`config.mk`:
```
export PLATFORM = sky130hd
export DESIGN_NAME = set_job_host_flat
export DESIGN_NICKNAME = d
export VERILOG_FILES = /design/src/rtl/set_job_host_if.sv /design/src/rtl/set_job_host.sv /design/src/flat_wrapper.sv
export SDC_FILE = /design/constraint.sdc
export NUM_CORES = 1
export LEC_CHECK = 0
export CAP_MARGIN = 20
export CORE_MARGIN = 8
export CORE_UTILIZATION = 55
export DETAILED_ROUTE_END_ITERATION = 8
export PLACE_DENSITY = 0.8
export SETUP_SLACK_MARGIN = 0.15
export SLEW_MARGIN = 20
export SYNTH_ARGS = -nofsm -noshare
export SYNTH_HDL_FRONTEND = slang
export SYNTH_SLANG_ARGS = --single-unit
export TNS_END_PERCENT = 100
```
`constraint.sdc`:
```
create_clock -name clk_i -period 3.3 [get_ports clk_i]
set_input_delay 0.825 -clock clk_i [delete_from_list [all_inputs] [get_ports clk_i]]
set_output_delay 0.825 -clock clk_i [all_outputs]
set_load 0.01 [all_outputs]
```
`src/rtl/set_job_host_if.sv`:
```
// Job/result stream bundle for set_job_host. slave = host side, master = upstream/downstream side.
// Handshake: a beat moves on a rising clk edge where valid=1 and ready=1; valid never waits on ready.
interface set_job_host_if #(
  parameter int JOB_W = 26,
  parameter int RES_W = 8
);
  logic             job_valid_i;
  logic             job_ready_o;
  logic [JOB_W-1:0] job_data_i;
  logic             res_valid_o;
  logic             res_ready_i;
  logic [RES_W:0]   res_data_o;

  modport slave (
    input  job_valid_i,
    input  job_data_i,
    input  res_ready_i,
    output job_ready_o,
    output res_valid_o,
    output res_data_o
  );

  modport master (
    output job_valid_i,
    output job_data_i,
    output res_ready_i,
    input  job_ready_o,
    input  res_valid_o,
    input  res_data_o
  );
endinterface

```
`src/rtl/set_job_host.sv`:
```
// Initiator for the SET engine start/busy/valid protocol: job FIFO -> one job in flight -> result FIFO.
// Optional watchdog enabled by defining SET_HOST_TIMEOUT_EN.
module set_job_host #(
  parameter int JOB_W       = 26,
  parameter int RES_W       = 8,
  parameter int DEPTH       = 4,
  parameter int TIMEOUT_CYC = 64
) (
  input  logic             clk_i,
  input  logic             rst_ni,
  set_job_host_if.slave    bus,
  output logic             en_o,
  output logic [15:0]      central_o,
  output logic [7:0]       radius_o,
  output logic [1:0]       mode_o,
  input  logic             busy_i,
  input  logic             valid_i,
  input  logic [RES_W-1:0] candidate_i,
  output logic [15:0]      jobs_done_o,
  output logic [2:0]       state_o
);
  localparam int          AW       = $clog2(DEPTH);
  localparam logic [AW:0] FULL_CNT = DEPTH[AW:0];

  localparam logic [2:0] IDLE      = 3'd0;
  localparam logic [2:0] ISSUE     = 3'd1;
  localparam logic [2:0] WAIT_BUSY = 3'd2;
  localparam logic [2:0] WAIT_RES  = 3'd3;
  localparam logic [2:0] WAIT_IDLE = 3'd4;

  if (DEPTH < 2 || (DEPTH & (DEPTH - 1)) != 0) begin : g_bad_depth
    $error("set_job_host: DEPTH must be a power of 2 and >= 2");
  end
  if (TIMEOUT_CYC < 2) begin : g_bad_timeout
    $error("set_job_host: TIMEOUT_CYC must be >= 2");
  end

  logic [2:0] state_q, state_d;
  logic       load_desc;
  logic       res_push;
  logic [RES_W:0] res_word;
  logic       tmo_hit;

  // ---------------- job FIFO ----------------
  logic [JOB_W-1:0] job_mem [DEPTH];
  logic [AW-1:0]    job_wr, job_rd;
  logic [AW:0]      job_cnt;
  logic             job_push, job_pop;
  logic [JOB_W-1:0] job_head;

  assign bus.job_ready_o = (job_cnt != FULL_CNT);
  assign job_push        = bus.job_valid_i & bus.job_ready_o;
  assign job_pop         = (state_q == ISSUE);
  assign job_head        = job_mem[job_rd];

  always_ff @(posedge clk_i) begin
    if (job_push) job_mem[job_wr] <= bus.job_data_i;
  end

  always_ff @(posedge clk_i) begin
    if (!rst_ni) begin
      job_wr  <= '0;
      job_rd  <= '0;
      job_cnt <= '0;
    end else begin
      if (job_push) job_wr <= job_wr + 1'b1;
      if (job_pop)  job_rd <= job_rd + 1'b1;
      case ({job_push, job_pop})
        2'b10:   job_cnt <= job_cnt + 1'b1;
        2'b01:   job_cnt <= job_cnt - 1'b1;
        default: job_cnt <= job_cnt;
      endcase
    end
  end

  // ---------------- result FIFO (first-word-fall-through) ----------------
  logic [RES_W:0] res_mem [DEPTH];
  logic [AW-1:0]  res_wr, res_rd;
  logic [AW:0]    res_cnt;
  logic           res_pop;

  assign bus.res_valid_o = (res_cnt != '0);
  assign bus.res_data_o  = res_mem[res_rd];
  assign res_pop         = bus.res_valid_o & bus.res_ready_i;

  always_ff @(posedge clk_i) begin
    if (res_push) res_mem[res_wr] <= res_word;
  end

  always_ff @(posedge clk_i) begin
    if (!rst_ni) begin
      res_wr  <= '0;
      res_rd  <= '0;
      res_cnt <= '0;
    end else begin
      if (res_push) res_wr <= res_wr + 1'b1;
      if (res_pop)  res_rd <= res_rd + 1'b1;
      case ({res_push, res_pop})
        2'b10:   res_cnt <= res_cnt + 1'b1;
        2'b01:   res_cnt <= res_cnt - 1'b1;
        default: res_cnt <= res_cnt;
      endcase
    end
  end

  // ---------------- watchdog ----------------
`ifdef SET_HOST_TIMEOUT_EN
  localparam int TW = $clog2(TIMEOUT_CYC);
  logic [TW-1:0] tmo_cnt;

  always_ff @(posedge clk_i) begin
    if (!rst_ni)                                         tmo_cnt <= '0;
    else if (state_q == ISSUE)                           tmo_cnt <= '0;
    else if (state_q == WAIT_BUSY || state_q == WAIT_RES) tmo_cnt <= tmo_cnt + 1'b1;
  end

  // Fires on the TIMEOUT_CYC-th cycle spent waiting on the engine.
  assign tmo_hit = (state_q == WAIT_BUSY || state_q == WAIT_RES) &&
                   (tmo_cnt == TW'(TIMEOUT_CYC - 1));
`else
  assign tmo_hit = 1'b0;
`endif

  // ---------------- control FSM ----------------
  always_comb begin
    state_d   = state_q;
    load_desc = 1'b0;
    res_push  = 1'b0;
    res_word  = {1'b0, candidate_i};
    case (state_q)
      IDLE: begin
        // Launch only when a result slot is free, so the in-flight job can always retire.
        if (job_cnt != '0 && !busy_i && res_cnt != FULL_CNT) begin
          state_d   = ISSUE;
          load_desc = 1'b1;
        end
      end
      ISSUE: state_d = WAIT_BUSY;
      WAIT_BUSY: begin
        if (tmo_hit) begin
          res_push = 1'b1;
          res_word = {1'b1, {RES_W{1'b0}}};
          state_d  = WAIT_IDLE;
        end else if (busy_i) begin
          state_d = WAIT_RES;
        end
      end
      WAIT_RES: begin
        if (valid_i) begin
          res_push = 1'b1;
          state_d  = WAIT_IDLE;
        end else if (tmo_hit) begin
          res_push = 1'b1;
          res_word = {1'b1, {RES_W{1'b0}}};
          state_d  = WAIT_IDLE;
        end
      end
      WAIT_IDLE: if (!busy_i) state_d = IDLE;
      default: state_d = IDLE;
    endcase
  end

  always_ff @(posedge clk_i) begin
    if (!rst_ni) begin
      state_q     <= IDLE;
      central_o   <= '0;
      radius_o    <= '0;
      mode_o      <= '0;
      jobs_done_o <= '0;
    end else begin
      state_q <= state_d;
      // Descriptor is loaded on entry to ISSUE so it is already valid while en_o is high.
      if (load_desc) {mode_o, radius_o, central_o} <= job_head[25:0];
      if (res_push) jobs_done_o <= jobs_done_o + 16'd1;
    end
  end

  assign en_o    = (state_q == ISSUE);
  assign state_o = state_q;
endmodule
```
`src/flat_wrapper.sv`:
```
// flat-port wrapper written by rule: the top's interface ports become plain ports
module set_job_host_flat 
#(
  parameter int JOB_W       = 26,
  parameter int RES_W       = 8,
  parameter int DEPTH       = 4,
  parameter int TIMEOUT_CYC = 64
)
  (clk_i, rst_ni, en_o, central_o, radius_o, mode_o, busy_i, valid_i, candidate_i, jobs_done_o, state_o, bus_job_valid_i, bus_job_data_i, bus_res_ready_i, bus_job_ready_o, bus_res_valid_o, bus_res_data_o);
  set_job_host_if #(.JOB_W(JOB_W), .RES_W(RES_W)) bus_i ();
  input  logic clk_i;
  input  logic rst_ni;
  output logic en_o;
  output logic [15:0] central_o;
  output logic [7:0] radius_o;
  output logic [1:0] mode_o;
  input  logic busy_i;
  input  logic valid_i;
  input  logic [RES_W-1:0] candidate_i;
  output logic [15:0] jobs_done_o;
  output logic [2:0] state_o;
  input wire logic [$bits(bus_i.job_valid_i)-1:0] bus_job_valid_i;
  input wire logic [$bits(bus_i.job_data_i)-1:0] bus_job_data_i;
  input wire logic [$bits(bus_i.res_ready_i)-1:0] bus_res_ready_i;
  output wire logic [$bits(bus_i.job_ready_o)-1:0] bus_job_ready_o;
  output wire logic [$bits(bus_i.res_valid_o)-1:0] bus_res_valid_o;
  output wire logic [$bits(bus_i.res_data_o)-1:0] bus_res_data_o;
  assign bus_i.job_valid_i = bus_job_valid_i;
  assign bus_i.job_data_i = bus_job_data_i;
  assign bus_i.res_ready_i = bus_res_ready_i;
  assign bus_job_ready_o = bus_i.job_ready_o;
  assign bus_res_valid_o = bus_i.res_valid_o;
  assign bus_res_data_o = bus_i.res_data_o;
  set_job_host #(.JOB_W(JOB_W), .RES_W(RES_W), .DEPTH(DEPTH), .TIMEOUT_CYC(TIMEOUT_CYC)) u_core (.clk_i(clk_i), .rst_ni(rst_ni), .bus(bus_i), .en_o(en_o), .central_o(central_o), .radius_o(radius_o), .mode_o(mode_o), .busy_i(busy_i), .valid_i(valid_i), .candidate_i(candidate_i), .jobs_done_o(jobs_done_o), .state_o(state_o));
endmodule
```
Yosys cells after proc, flatten, opt, wreduce, memory -nomap -nowiden
Memory sizes are Yosys's and may differ from the RTL's. A register that Yosys moved wholly into a read port is not among the register bits. Index checks and enable logic that the tools add are counted. W data, S select, Z words.

Multiplexer cells: 17. Add/subtract/negate cells: 9. Bitwise logic cells: 2. Reduce and logical (&&, ||, !) cells: 10. Eq/ne operators: 14.

Operators with widths (count): $add A16 B1 Y16 const B (1); $pmux W3 S5 (1); $mux W3 (4); $pmux W3 S2 (2); $add A2 B1 Y2 const B (4); $mux W1 (8); $add A3 B1 Y3 const B (2); $eq A3 B2 Y1 const B (2); $ne A2 B2 Y1 const B (3); $ne A3 B3 Y1 const B (2); $reduce_bool A3 Y1 (2); $sub A3 B1 Y3 const B (2); $eq A2 B1 Y1 const B (2); $eq A2 B2 Y1 const B (2); $mux W2 (2); $reduce_and A4 Y1 (1); $reduce_bool A2 Y1 (2); $eq A3 B1 Y1 const B (1); $eq A3 B3 Y1 const B (1); $logic_not A3 Y1 (1); $and A1 B1 Y1 (2); $logic_and A1 B1 Y1 (2); $logic_not A1 Y1 (2); $ne A2 B1 Y1 const B (1).

Input bits: 40. Output and inout bits: 57. Flip-flop bits (word level): 33. Memories: 2. Logic and storage cells: 62. Memory bits (writable): 136.

Memories: u_core.job_mem (words 4, bits a word 26, read ports 1, clocked after memory_dff 1, write ports 1, RTL line set_job_host.sv:45) `logic [JOB_W-1:0] job_mem [DEPTH];`; u_core.res_mem (words 4, bits a word 8, read ports 1, clocked after memory_dff 1, write ports 1, RTL line set_job_host.sv:77) `logic [RES_W:0] res_mem [DEPTH];`.

Longest topological paths before layout
Gate-level depths: netlist (run 1).

Depth in word-level cells: 5. Depth in mapped cells: 10. Depth with buffers taken out: 9.

Worst setup path after synthesis (run 1)
OpenSTA, ideal clock, no wires.

Path type: input-to-reg. From: input port valid_i. To: register u_core.res_cnt[2]. Path slack: 698 ps. Stages: 10. Buffers on the path: 2. Arrival time: 2532 ps. Required time: 3230 ps. Setup time: 70 ps. Path through: and4b_1 buf_4 clkbuf_1 inv_1 ha_1 inv_1 fa_1 xor2_1 or3_1 a21oi_1.

Cells in the longest elaborated chain, start to end: 4. Elaborated cells on any way between the ends: 6. Classes of those cells: eq/ne: 2; mux: 3; reduce/logical: 1.

Ends and longest elaborated chain: start: declaration (RTL line flat_wrapper.sv:18) `input logic valid_i;`; $mux W1 * (RTL line set_job_host.sv:149) `if (valid_i) begin`; $mux W1 *; $eq A2 B1 Y1 or $eq A2 B2 Y1 (tied branches) (RTL line set_job_host.sv:98) `case ({res_push, res_pop})`; $pmux W3 S2 or $reduce_bool A2 Y1 (tied branches); end signal: assignment (RTL line set_job_host.sv:99) `2'b10: res_cnt <= res_cnt + 1'b1;`; end signal: assignment (RTL line set_job_host.sv:100) `2'b01: res_cnt <= res_cnt - 1'b1;`; end signal: assignment (RTL line set_job_host.sv:101) `default: res_cnt <= res_cnt;`; end: declaration (RTL line set_job_host.sv:79) `logic [AW:0] res_cnt;`.

Every way passes the cells marked *; elsewhere a longest branch is shown, timed or not. A chain may end at the register's enable or synchronous reset.

==> flow_summary.toml, run 1 <==
[status]
status = "complete, no violations"

[power_and_ir_drop]
leakagePower_nw = 3.04
p_total_mw = 6.13
p_per_area_nw_per_um2 = 661
vdd_drop_max_v = 0.000496

[routing]
postRouteAntennaNets = 0
drt_first_pass_iters = 5
avgRoutedWirePerCell_um = 19.2
vias = 4279
via_per_inst = 5.51
drt_wl_total_mm = 14.9
drc = 0
drt-initial-drc-count = 200

[clock_tree]
cts_root_buf = "clkbuf_16"
cts_made_buffers = 17
cts_resized = 0
cts.clk_slew.worst_paths_ns = 0.07
cts_tree = "built"
cts_sinks = 197
cts_max_path_buffers = 2
clkLatencyLatePin_ns = 0.42
cts_hold_buffers = 0
cts_setup_buffers = 0
htree_levels = 4

[synthesis]
synth_edf_count = 136
postSynthAreaPerCell_sq_um = 15.5
yosysMostFrequentCell = "edfxtp_1"
synth-seq-area-share_pct = 70.7
ys_types = 41
ys_seq_elements = 197
synth_fp_nets = 538
yosysTopAreaCell = "edfxtp_1"
ys.flop_type = "edfxtp_1"
yosysTopAreaCellShare_pct = 54.4
syn_inst = 485
synthArstFlopShare_pct = 0
ys_top_cells_by_count = "136 x edfxtp_1, 61 x dfxtp_1, 59 x nand2_1"
ys_warn_count = 0
netlist_top_cells_area = "edfxtp_1 54%, dfxtp_1 16%, mux4_2 10%, nand2_1 3.0%, a21oi_1 2.7%"
synthesis.area_sq_um = 7500

[cells_and_area]
utilization_pct = 69.7
layout-drive-gt1-share_pct = 13.8
diodes = 0
fin_nets = 641
syn_to_final_growth_pct = 23.6

[die]
boundaryPins = 97
die_area_sq_um = 17600
core_sq_um = 13300
dieWidth_um = 133
die_h_um = 133
initial_core_util_pct = 56.4
rows = 42

[sta]
max_freq_mhz = 334
period_needed_ns = 3.00
worst_slew_pin_slew_ns = 0.963
timing.setup.tns_ns = 0
finalClockSkew_ns = 0.0102
finalHoldViolCount = 0
post-route-period-util_pct = 90.8
finalMaxSlewViolations = 0
slew_headroom_pct = 35.8
hold_ws_ns = 0.459
rsz0062_at_grt = "false"
finalSetupViolCount = 0

[grt]
first_global_vias = 4547
grt_overflow = 0
antenna_found_initial = 0
grt_max_degree = 61
grt_usage_pct = 17.1
grt_pass1_wl_mm = 23.4

[flow_run]
maxCapViolCount = 0

[critical_path]
worstPathRequired_ns = 2.47
critPathLaunchType = "flop"
critPathMaxFanout = 8
worstSetupPathType = "reg2out"
crit_arrival_ns = 2.17
worst_setup_path_end_kind = "output pin"

[placed_design]
io_buffers = 95
place.gp.congestion = 0.730
dpl.hpwl_mm = 9.10

[worst_hold_path]
hold_path.class = "reg2reg"
-- sequential cells by signal, summed over array words and instances, names as in the netlist, 3 cells and up, named ones only --
register and count:
u_core.job_mem 104, u_core.res_mem 32, u_core.central_o 16, u_core.jobs_done_o 16, u_core.radius_o 8, u_core.job_cnt 3
u_core.res_cnt 3, u_core.state_o 3
-- cell families after synthesis --
kind of cell	share of synthesized area (%)
DFF	70.7
and+or+nand+nor	8.04
AOI/OAI and AO/OA	4.04
buffers and inverters	2.35
muxes	10.5
xor gates and xnor gates	1.98
adders and majority gates	2.37
other	0.0500
-- cell type report --
class | count | area [sq um]
Multi-Input combinational cell | 249 | 2020
Inverter | 17 | 63.8
Sequential cell | 197 | 5310
Clock inverter | 15 | 201
Timing Repair Buffer | 106 | 1030
Clock buffer | 17 | 425
Tap cell | 176 | 220
Fill cell | 869 | 4020
-- per-layer routing --
layer	share of wire, %	wire [um]	global-route usage (%)	up-vias
met5	0	0	0	-
met4	0.21	31	5.30	0
met3	6.6	980	5.53	2
met2	52	7800	29.7	139
met1	41	6090	19.6	2135
li1	-	-	-	2003
-- worst max-delay path, cell delays in order, from the launching register on --
cell and delay, ns:
dfxtp_1 0.67, mux4_2 0.58, clkdlybuf4s50_1 0.50
-- power by group --
group          internal [mW]  total [mW]  switching, mW  leakage [nW]
Combinational          0.482       0.954          0.473          1.01
Clock                   1.28        2.17          0.892         0.297
Sequential              2.85        3.00          0.151          1.74
Total                   4.61        6.13           1.52          3.04
-- cells in the final DEF (no fill, tap or decap), drive strengths merged --
| cell type | n |
|---|---|
| a211o | 1 |
| a211oi | 1 |
| a21oi | 40 |
| a31oi | 2 |
| and2 | 6 |
| and3 | 6 |
| and4 | 2 |
| and4b | 1 |
| buf | 11 |
| bufinv | 4 |
| clkbuf | 17 |
| clkdlybuf4s50 | 95 |
| clkinv | 4 |
| clkinvlp | 3 |
| conb | 1 |
| dfxtp | 61 |
| edfxtp | 136 |
| fa | 2 |
| ha | 11 |
| inv | 21 |
| mux2i | 2 |
| mux4 | 34 |
| nand2 | 59 |
| nand3 | 5 |
| nand4 | 5 |
| nor2 | 27 |
| nor3 | 1 |
| nor3b | 1 |
| nor4 | 1 |
| o21ai | 9 |
| o31a | 1 |
| o31ai | 1 |
| or3 | 10 |
| or3b | 1 |
| or4 | 2 |
| xnor2 | 6 |
| xor2 | 11 |
-- path summary, 6_finish.rpt --
check | cells past startpoint | to | slack, ns | startpoint
hold reg to reg | 2 | u_core.radius_o[3] | 0.46 | u_core.radius_o[3]
setup / recovery | 2 | bus_res_data_o[5] | 0.30 | flop
hold / removal | 2 | u_core.radius_o[3] | 0.46 | u_core.radius_o[3]
setup reg to reg | 9 | u_core.job_cnt[2] | 0.85 | u_core.job_cnt[2]
-- stage by stage --
step                cell area, sq um  setup WS (ns)  cells
floorplan                       7500          0.698    485
global placement                8650          0.450    745
detailed placement              8650          0.413    745
CTS                             9270          0.238    777
global route                    9270          0.181    777
finish                          9270          0.303    777
Power figures use the tool's default switching activity.
==> run 2: changes to the inputs <==
Settings changed: CORE_MARGIN 8 to 2.
Clock period 3.3 ns to 3.2 ns, I/O delays scaled along.
==> run 2 against run 1 <==
Compared with the run above:
- sequential power up 2%
- die area decreased by 17%
- critical path depth unchanged
- first-iteration DRC count up 27%
- design area fell by 0.34%
- register-to-register slack lost 0.12 ns
- routed wire length shrank 8.5%
- utilization down 0.24 points
- critical path type unchanged
- clock power is 4% lower
==> flow_summary.toml, run 2 (same netlist as run 1, synthesis figures left out) <==
[cells_and_area]
stdcell_area_sq_um = 9240
regArea_sq_um = 5310
largest_reg_flops = 104
multi_input_area_sq_um = 2020
reg_top3 = "u_core.job_mem (104), u_core.res_mem (32)"
diodes = 0
largest-register = "u_core.job_mem"
fin_nets = 642
layout-drive-gt1-share_pct = 13.8
syn_to_final_growth_pct = 23.2
layout_commonest_cell = "edfxtp_1"
fill_cells = 888
layout_common_cells = "136 x edfxtp_1, 95 x clkdlybuf4s50_1, 59 x nand2_1, 59 x dfxtp_1, 40 x a21oi_1"

[clock_tree]
cts_setup_buffers = 0
cts_max_path_buffers = 2
cts_sinks = 197
cts_root_buf = "clkbuf_16"
cts.clk_slew.worst_paths_ns = 0.06
htree_levels = 4
cts_tree = "built"
cts_made_buffers = 17
clkLatencyLatePin_ns = 0.43

[critical_path]
worstSetupPathType = "reg2out"
reg2reg_to = "u_core.job_cnt[2]"
crit_arrival_ns = 2.00
critPathMaxFanout = 8
r2r_setup_slack_ns = 0.73
worst_setup_path_end_kind = "output pin"
critical_path.cell_chain = "mux4_2, clkdlybuf4s50_1"
r2r_start = "u_core.job_cnt[2]"
reg2regPathDepth = 9
max_stage_delay_ns = 0.56
critPathLaunchType = "flop"
worstPathRequired_ns = 2.40
crit_path_top_delay_cell = "mux4_2"

[die]
die_h_um = 121
boundaryPins = 97
initial_core_util_pct = 56.4
die_area_sq_um = 14600
core_sq_um = 13300
rows = 42
dieWidth_um = 121

[power_and_ir_drop]
p_per_area_nw_per_um2 = 667
leakagePower_nw = 3.02
seq_power_share_pct = 49.7
power_switching_mw = 1.52
vdd_drop_max_v = 0.000509
p_total_mw = 6.16
combPwrFrac_pct = 16.4
power_frac_clock_pct = 33.9
swShare_pct = 24.7
p_int_mw = 4.64

[routing]
drt_first_pass_iters = 4
vias = 4254
drt-initial-drc-count = 254
postRouteAntennaNets = 0
drt_wl_total_mm = 13.6
via_per_inst = 5.47
avgRoutedWirePerCell_um = 17.5
drc = 0

[worst_hold_path]
holdPathEnd = "u_core.central_o[11]"
hold_start = "u_core.central_o[11]"
hold_depth = 2
hold_path.class = "reg2reg"

[sta]
max_freq_mhz = 357
finalSetupViolCount = 0
timing.setup.tns_ns = 0
period_needed_ns = 2.80
slew_headroom_pct = 62.9
hold_ws_ns = 0.455
finalClockSkew_ns = 0.00840
finalMaxSlewViolations = 0
rsz0062_at_grt = "false"
worst_slew_pin_slew_ns = 0.556
finalHoldViolCount = 0
post-route-period-util_pct = 87.5

[grt]
grt_usage_pct = 20.1
grt_pass1_wl_mm = 22.0
antenna_found_initial = 0
grt_overflow = 0
first_global_vias = 4298
grt_max_degree = 34

[placed_design]
dpl.hpwl_mm = 8.64
placed_area_sq_um = 8650
place.gp.congestion = 0.750
io_buffers = 95

[status]
status = "complete, no violations"

[flow_run]
maxCapViolCount = 0
-- run 2: cell types whose count changed in the layout (fill, tap and decap cells not counted), sizes merged --
cell	before	now
inv	21	19
bufinv	4	2
clkinvlp	3	4
clkbuf	17	21
clkinv	4	3
buf	11	12
-- run 2: through the flow --
stage                     setup slack [ns]  utilization (%)  cells
after floorplan                      0.623                -    485
after global placement               0.461             65.1    746
after global routing                 0.318             69.5    778
after detailed placement             0.387             65.1    746
final                                0.401             69.5    778
after CTS                            0.363             69.5    778
-- run 2: area by class of cell --
type                            count  area share, %
Timing Repair Buffer              107           11.3
Clock inverter                     11           1.35
Clock buffer                       21           5.00
Inverter                           17          0.690
Sequential cell                   197           57.4
Multi-Input combinational cell    249           21.9
Tap cell                          176           2.38
-- run 2: how the worst max path moves through the flow --
stage	slack (ns)	end	depth (start not counted)	from
after CTS	0.36	bus_res_data_o[2]	2	flop
after detailed placement	0.39	u_core.res_cnt[2]	8	bus_res_ready_i
final	0.40	bus_res_data_o[2]	2	flop
after global routing	0.32	bus_res_data_o[2]	2	flop
after global placement	0.46	u_core.res_cnt[2]	8	bus_res_ready_i
after floorplan	0.62	u_core.res_cnt[2]	10	valid_i
-- run 2: what timing repair did --
item | CTS | global route
hold buffers | 0 | 0
resized for setup | 1 | 0
endpoints found under the setup margin | 1 | 0
-- run 2: metal layers --
| metal | GRT usage [%] | wire [um] | up-vias |
|---|---|---|---|
| met1 | 26.1 | 5850 | 2112 |
| met4 | 6.69 | 164 | 0 |
| met2 | 32.9 | 6780 | 127 |
| met5 | 0 | 0 | - |
| met3 | 5.57 | 841 | 11 |
| li1 | - | - | 2004 |
-- run 2: power groups by stage --
stage               sequential (mW)  combinational, mW  clock (mW)
detailed placement             3.11               1.01           0
global route                   3.08               1.10        2.22
floorplan                      3.11              0.595           0
global placement               3.10              0.993           0
finish                         3.06               1.01        2.09
CTS                            3.06               1.03        2.13
-- run 2: worst max-delay path: cells and delay by family (launching register included) --
family	cells	cell delay (ns)
multiplexers	1	0.56
flip-flops	1	0.51
buffers and inverters	1	0.51
==> run 3: changes to the inputs <==
Settings changed: CORE_UTILIZATION 55 to 50, PLACE_DENSITY 0.8 to 0.74.
==> run 3 against run 2 <==
Compared with the run above:
- global-route usage down 1.4 points
- sequential share of layout area about the same
- maximum frequency rose by 1.0%
- total power is 0.49% lower
- worst hold slack hardly changed
- cell count is 0.90% higher
- clock power is essentially flat
- setup slack improved by 0.028 ns
- highest routed layer is now met5
==> flow_summary.toml, run 3 (same netlist as run 1, synthesis figures left out) <==
[power_and_ir_drop]
seq_power_share_pct = 49.9
power_frac_clock_pct = 33.6
swShare_pct = 25.6
leakagePower_nw = 3.03
p_int_mw = 4.56
combPwrFrac_pct = 16.4
power_switching_mw = 1.57
vdd_drop_max_v = 0.000460
p_per_area_nw_per_um2 = 664

[sta]
slew_headroom_pct = 51.9
period_needed_ns = 2.77
post-route-period-util_pct = 86.6
finalSetupViolCount = 0
rsz0062_at_grt = "false"
finalMaxSlewViolations = 0
max_freq_mhz = 361
worst_slew_pin_slew_ns = 0.720
finalClockSkew_ns = 0.0202
finalHoldViolCount = 0
timing.setup.tns_ns = 0

[routing]
wl_met2_mm = 7.38
vias = 4258
drt_wl_total_mm = 14.2
via_per_inst = 5.42
wl_met3_um = 804
postRouteAntennaNets = 0
drt_first_pass_iters = 4
drt-initial-drc-count = 313
highest_layer = "met5"
avgRoutedWirePerCell_um = 18.1
wl_met1_mm = 5.95
drc = 0

[clock_tree]
cts_sinks = 197
clkLatencyLatePin_ns = 0.43
cts_tree = "built"
cts_setup_buffers = 0
cts_root_buf = "clkbuf_16"
cts_resized = 0
htree_levels = 4
cts.clk_slew.worst_paths_ns = 0.07
cts_made_buffers = 17
cts_hold_buffers = 0
cts_max_path_buffers = 2

[cells_and_area]
diodes = 0
layout-drive-gt1-share_pct = 14.1
fin_nets = 641
stdcell_area_sq_um = 9240
layout_common_cells = "136 x edfxtp_1, 95 x clkdlybuf4s50_1, 59 x nand2_1, 59 x dfxtp_1, 40 x a21oi_1"
largest-register = "u_core.job_mem"
reg_top3 = "u_core.job_mem (104), u_core.res_mem (32)"
largest_reg_flops = 104
layout_commonest_cell = "edfxtp_1"
syn_to_final_growth_pct = 23.1

[worst_hold_path]
hold_start = "u_core.radius_o[2]"
hold_depth = 2
hold_path.class = "reg2reg"
holdPathEnd = "u_core.radius_o[2]"

[placed_design]
placed_area_sq_um = 8660
io_buffers = 95
dpl.hpwl_mm = 9.00
place.gp.congestion = 0.776

[die]
rows = 44
initial_core_util_pct = 51.4
dieWidth_um = 127
boundaryPins = 97
die_area_sq_um = 16000
die_h_um = 127
core_sq_um = 14600

[critical_path]
reg2regPathDepth = 9
critPathLaunchType = "flop"
r2r_setup_slack_ns = 0.79
worstPathRequired_ns = 2.40
critPathMaxFanout = 8
reg2reg_to = "u_core.job_cnt[2]"
r2r_start = "u_core.job_cnt[0]"
worst_setup_path_end_kind = "output pin"
crit_arrival_ns = 1.97
worstSetupPathType = "reg2out"

[grt]
grt_pass1_wl_mm = 22.9
grt_usage_pct = 18.7
antenna_found_initial = 1
first_global_vias = 4517
grt_overflow = 0
grt_max_degree = 41

[status]
status = "complete, no violations"

[flow_run]
maxCapViolCount = 0
run 3: cell count changes in the layout (fill, tap and decap cells not counted), sizes merged:
cell      before  now
clkinv         3    1
inv           19   25
bufinv         2    1
buf           12   11
clkinvlp       4    3
clkbuf        21   19
run 3: worst max-delay path by stage:
stage               startpoint  slack (ns)  depth (start not counted)                 to
floorplan              valid_i        0.62                         10  u_core.res_cnt[2]
global placement       valid_i        0.44                          9  u_core.res_cnt[2]
detailed placement     valid_i        0.36                          9  u_core.res_cnt[2]
CTS                       flop        0.15                          2  bus_res_data_o[7]
global route              flop        0.32                          2  bus_res_data_o[3]
finish                    flop        0.43                          2  bus_res_data_o[7]
run 3: area by class of cell:
cell class / count / area, sq um
Sequential cell: 197 / 5310
Inverter: 17 / 63.8
Timing Repair Buffer: 106 / 1030
Fill cell: 1040 / 5350
Clock inverter: 13 / 135
Multi-Input combinational cell: 249 / 2020
Clock buffer: 19 / 443
Tap cell: 184 / 230
run 3: per-stage QoR:
step           setup slack, ns  hold slack [ns]  cells  total power [mW]  utilization [%]
2_1_floorplan            0.623            0.466    485              3.71                -
6_report                 0.429            0.455    785              6.13             63.3
4_1_cts                  0.154            0.457    785              6.20             63.3
3_5_place_dp             0.364            0.448    753              4.14             59.3
3_3_place_gp             0.445            0.444    753              4.10             59.3
5_1_grt                  0.325            0.484    785              6.40             63.3
run 3: per-layer routing:
metal / vias up / track usage, %
li1: 1998 / -
met1: 2128 / 23.1
met2: 124 / 31.8
met3: 6 / 5.40
met4: 2 / 6.53
met5: - / 0
run 3: critical path: stages (launching register included):
cell	delay, ns
dfxtp_2	0.50
mux4_2	0.56
clkdlybuf4s50_1	0.50
run 3: power by group through the flow:
stage	clock [mW]	sequential (mW)	combinational, mW
6_report	2.06	3.06	1.01
5_1_grt	2.21	3.08	1.11
4_1_cts	2.11	3.06	1.03
3_5_place_dp	0	3.12	1.02
3_3_place_gp	0	3.10	0.997
2_1_floorplan	0	3.11	0.595
==> edit 1 (config.mk and constraints of run 1) <==
The option `SET_HOST_TIMEOUT_EN` is turned on by a define.
--- a/src/rtl/set_job_host.sv
+++ b/src/rtl/set_job_host.sv
@@ -1,5 +1,7 @@
 // Initiator for the SET engine start/busy/valid protocol: job FIFO -> one job in flight -> result FIFO.
 // Optional watchdog enabled by defining SET_HOST_TIMEOUT_EN.
+`define SET_HOST_TIMEOUT_EN
+
 module set_job_host #(
   parameter int JOB_W       = 26,
   parameter int RES_W       = 8,
Behaviour: same outputs for any inputs over 4 cycles, from zero or initial values and one cycle with rst_ni low; that may be too few to reach the edited logic, so the function may still have changed.
==> edit 1 against run 1 <==
Via count up 12%. Synthesized cell count up 11%. Sequential cell count up 10. Design area up 7.2%. First-iteration DRC count up 36%. Worst setup slack better by 0.10 ns. Total power up 7.6%. Clock skew up 0.00088 ns. Synthesized area up 7.1%. Final cell count up 9.0%. Sequential power up 5%. Routed wire length up 10%. Global-route usage up 0.44 points. Critical endpoint unchanged. Highest routed layer is now met5.
==> edit 1: results (changes against run 1) <==
\begin{tabular}{lr}
\hline
Metric & Value \\
\hline
\multicolumn{2}{l}{\textbf{Critical path}} \\
CP Max Fanout & 9 (+1) \\
Arrival time at the worst endpoint & 2.07 ns (-0.10 ns) \\
Reg-to-reg setup timing slack & 0.88 ns (+0.03 ns) \\
\multicolumn{2}{l}{\textbf{Min path}} \\
Worst Hold Path EP & u\_core.radius\_o[7]\$\_SDFFE\_PN0P\_ \\
Min-Delay Startpoint & u\_core.radius\_o[7]\$\_SDFFE\_PN0P\_ \\
\multicolumn{2}{l}{\textbf{Yosys}} \\
Unique masters post-synth & 38 (-7.3\%) \\
Leading cell types by count after synthesis & 140 x sky130\_fd\_sc\_hd\_\_edfxtp\_1, 68 x sky130\_fd\_sc\_hd\_\_nand2\_1, 67 x sky130\_fd\_sc\_hd\_\_dfxtp\_1 \\
\multicolumn{2}{l}{\textbf{Drt}} \\
Routed wirelength normalized by instance count & 19.4 um (+0.98\%) \\
Length of the first detailed-routing pass in iterations & 4 (-1) \\
Routed via count & 4801 (+12\%) \\
DRT iter0 DRCs & 271 (+36\%) \\
Routed wire length & 16400 um (+10\%) \\
\multicolumn{2}{l}{\textbf{STA}} \\
Post-Route Skew & 0.0111 ns (+0.000883 ns) \\
\multicolumn{2}{l}{\textbf{Clocking}} \\
CTS Buf Count & 21 (+4) \\
Clk\_lat worst skew & 0.48 ns (+0.06 ns) \\
Maximum buffer depth of the clock tree & 3 (+1) \\
\multicolumn{2}{l}{\textbf{Global routing}} \\
Global Route Usage Sum & 0.176 (+0.00443) \\
Number of antenna violations at the first check in global routing & 1 (+1) \\
\multicolumn{2}{l}{\textbf{Cells and area}} \\
Count of nets after finishing & 703 (+9.7\%) \\
Proportion of layout cells with a drive suffix above 1 & 0.136 (-0.00236) \\
\multicolumn{2}{l}{\textbf{Place}} \\
Standard cell area after detailed placement & 9240 um2 (+6.9\%) \\
Placed Instances & 810 (+8.7\%) \\
\multicolumn{2}{l}{\textbf{Power}} \\
Peak ir drop on the vdd network & 0.000461 V (-7.0\%) \\
Standby leakage power & 0.00329 uW (+8.1\%) \\
\multicolumn{2}{l}{\textbf{Run status}} \\
Result of the run & finished clean \\
\hline
\end{tabular}
## edit 1: cell families (layout without fill, tap and decap cells)
group / after synthesis / in the layout / share of synthesized area
AOI/OAI and AO/OA: 69 / 69 / 0.0490
DFF: 207 / 207 / 0.690
xor gates and xnor gates: 16 / 16 / 0.0174
and+or+nand+nor: 154 / 154 / 0.0936
adders and majority gates: 14 / 14 / 0.0237
muxes: 39 / 39 / 0.103
buffers and inverters: 40 / 164 / 0.0232
## edit 1: layer usage
layer / vias up / wire length [um] / global-route usage
li1: 2228 / - / -
met1: 2418 / 6650 / 0.215
met2: 128 / 8440 / 0.311
met3: 25 / 1040 / 0.0374
met4: 2 / 265 / 0.0422
met5: - / 8 / 0
## edit 1: worst max-delay path by stage
stage | to | cells past startpoint
finish | bus_res_data_o[5] | 2
global route | bus_res_data_o[5] | 2
CTS | bus_res_data_o[8] | 2
detailed placement | u_core.res_cnt[2]$_SDFFE_PN0P_ | 8
global placement | u_core.res_cnt[2]$_SDFFE_PN0P_ | 8
floorplan | u_core.res_cnt[2]$_SDFFE_PN0P_ | 9
## edit 1: cell type report
type	instances	area [um2]	share of cell area
Tap cell	184	230	0.0232
Sequential cell	207	5550	0.558
Clock inverter	10	128	0.0128
Clock buffer	27	568	0.0572
Timing Repair Buffer	113	1100	0.111
Inverter	14	52.6	0.00529
Multi-Input combinational cell	292	2310	0.233
## edit 1: critical path: stages, from the launching register on
cell and delay, ns:
sky130_fd_sc_hd__dfxtp_2 0.53, sky130_fd_sc_hd__mux4_2 0.56, sky130_fd_sc_hd__clkdlybuf4s50_1 0.50
## edit 1: power breakdown
| part | total [uW] | switching, uW | leakage [uW] | internal, uW |
|---|---|---|---|---|
| clock | 2370 | 924 | 0.000346 | 1450 |
| combinational | 1080 | 557 | 0.00113 | 528 |
| sequential | 3140 | 140 | 0.00181 | 3000 |
| total | 6590 | 1620 | 0.00329 | 4970 |
## edit 1: per-stage QoR
stage	worst slack [ns]	total power (uW)
2_1_floorplan	0.649	3820
3_3_place_gp	0.487	4240
3_5_place_dp	0.381	4290
4_1_cts	0.372	6670
5_1_grt	0.326	6850
6_report	0.405	6590
## edit 1: timing repair
item	CTS	global route
endpoints found under the setup margin	1	0
resized for setup	1	0
hold endpoints to repair	0	0
==> edit 2 (settings of run 1) <==
Without the edit above. `JOB_W` is set to 26 in 3 places; all go to 30.
--- a/src/rtl/set_job_host_if.sv
+++ b/src/rtl/set_job_host_if.sv
@@ -1,7 +1,7 @@
 // Job/result stream bundle for set_job_host. slave = host side, master = upstream/downstream side.
 // Handshake: a beat moves on a rising clk edge where valid=1 and ready=1; valid never waits on ready.
 interface set_job_host_if #(
-  parameter int JOB_W = 26,
+  parameter int JOB_W = 30,
   parameter int RES_W = 8
 );
   logic             job_valid_i;
--- a/src/rtl/set_job_host.sv
+++ b/src/rtl/set_job_host.sv
@@ -1,7 +1,7 @@
 // Initiator for the SET engine start/busy/valid protocol: job FIFO -> one job in flight -> result FIFO.
 // Optional watchdog enabled by defining SET_HOST_TIMEOUT_EN.
 module set_job_host #(
-  parameter int JOB_W       = 26,
+  parameter int JOB_W       = 30,
   parameter int RES_W       = 8,
   parameter int DEPTH       = 4,
   parameter int TIMEOUT_CYC = 64
--- a/src/flat_wrapper.sv
+++ b/src/flat_wrapper.sv
@@ -1,7 +1,7 @@
 // flat-port wrapper written by rule: the top's interface ports become plain ports
 module set_job_host_flat 
 #(
-  parameter int JOB_W       = 26,
+  parameter int JOB_W       = 30,
   parameter int RES_W       = 8,
   parameter int DEPTH       = 4,
   parameter int TIMEOUT_CYC = 64
Interface: changed (resized bus_job_data_i); port bits go from 97 to 101. No check against the original RTL was run, so the function may have changed too.
==> edit 2 against run 1 <==
Sequential cell count is the same. Final cell count grew 0.39%. Synthesized cell count grew 1.2%. Synthesized area is the same. Routed wire length grew 0.36%. Design area shrank 0.30%. First-iteration DRC count grew 54%. Worst setup slack gained 0.034 ns. Critical path type unchanged. Total power shrank 1.6%.
==> edit 2: results (changes against run 1) <==
\begin{tabular}{lr}
\hline
Metric & Value \\
\hline
\multicolumn{2}{l}{\textbf{Global routing}} \\
Global-route track usage on met1 & 0.214 (+0.0172) \\
GR Util met3 & 0.0549 (-0.000379) \\
Met2 Use GR & 0.290 (-0.00674) \\
Via count of the first global-routing pass & 4532 (-0.33\%) \\
Global Route Usage Sum & 0.176 (+0.00461) \\
Largest net degree at the start of global routing & 36 (-41\%) \\
\multicolumn{2}{l}{\textbf{Yosys}} \\
Cells after Synth & 491 (+1.2\%) \\
Post-synth net total & 548 (+1.9\%) \\
Area contributors post-synth & sky130\_fd\_sc\_hd\_\_edfxtp\_1 54\%, sky130\_fd\_sc\_hd\_\_dfxtp\_1 16\%, sky130\_fd\_sc\_hd\_\_mux4\_2 10\%, sky130\_fd\_sc\_hd\_\_nand2\_1 3.3\%, sky130\_fd\_sc\_hd\_\_a21oi\_1 2.7\% \\
Compound-gate portion of the synthesized area & 0.0387 (-0.00167) \\
Leading cell types by count after synthesis & 136 x sky130\_fd\_sc\_hd\_\_edfxtp\_1, 66 x sky130\_fd\_sc\_hd\_\_nand2\_1, 61 x sky130\_fd\_sc\_hd\_\_dfxtp\_1 \\
\multicolumn{2}{l}{\textbf{Min path}} \\
Min-Delay Startpoint & u\_core.central\_o[8]\$\_SDFFE\_PN0P\_ \\
\multicolumn{2}{l}{\textbf{Drt}} \\
Routed wirelength normalized by instance count & 19.2 um (about the same) \\
DRT iter0 DRCs & 308 (+54\%) \\
Vias per inst & 5.65 (+2.5\%) \\
\multicolumn{2}{l}{\textbf{Place}} \\
Sum of net half-perimeters after detailed placement & 9600 um (+5.5\%) \\
Placed Instances & 748 (+0.40\%) \\
\multicolumn{2}{l}{\textbf{Power}} \\
Standby leakage power & 0.00301 uW (-1.1\%) \\
Peak ir drop on the vdd network & 0.000396 V (-20\%) \\
\multicolumn{2}{l}{\textbf{Critical path}} \\
Arrival time at the worst endpoint & 2.14 ns (-0.03 ns) \\
Cells on worst reg2reg path & 7 (-2) \\
Origin of the critical flop-to-flop path & u\_core.state\_o[0]\$\_SDFFE\_PN0P\_ \\
Largest stage delay, worst path & 0.64 ns (-0.03 ns) \\
Reg-to-reg setup timing slack & 0.83 ns (-0.02 ns) \\
\multicolumn{2}{l}{\textbf{Cells and area}} \\
Count of nets after finishing & 648 (+1.1\%) \\
Number of cells in the finished layout apart from fillers & 780 (+0.39\%) \\
\multicolumn{2}{l}{\textbf{Run status}} \\
Result of the run & finished clean \\
\multicolumn{2}{l}{\textbf{STA}} \\
PnR worst setup slack & 0.337 ns (+0.0342 ns) \\
\hline
\end{tabular}
-- edit 2: cell types whose count changed in the layout (fill, tap and decap cells not counted), sizes merged, moves of 2 or more --
cell and change:
o31ai +4, nand4 -2, clkinv +2, or3 -3, nand2 +7, o21ai -5
nor2 -4, mux2i -2, bufinv -2, or4 +3, or2 +2
-- edit 2: final cells by class --
type	count	area, um2
well taps	176	220
clock buffers	17	425
inverters	15	58.8
repair buffers	105	1050
flip-flops and latches	197	5310
clock inverters	15	153
fillers	878	4050
multi-input cells	255	2030
-- edit 2: report_power, final --
group | total (uW) | switching (uW) | internal, uW
clock | 1990 | 873 | 1120
sequential | 3000 | 140 | 2860
combinational | 1030 | 524 | 508
total | 6030 | 1540 | 4490
-- edit 2: per-layer routing --
metal / routed length [um] / vias to the layer above / share of wire
li1: - / 2025 / -
met1: 6130 / 2198 / 0.41
met2: 7350 / 159 / 0.49
met3: 1240 / 23 / 0.083
met4: 240 / 0 / 0.016
met5: 0 / - / 0
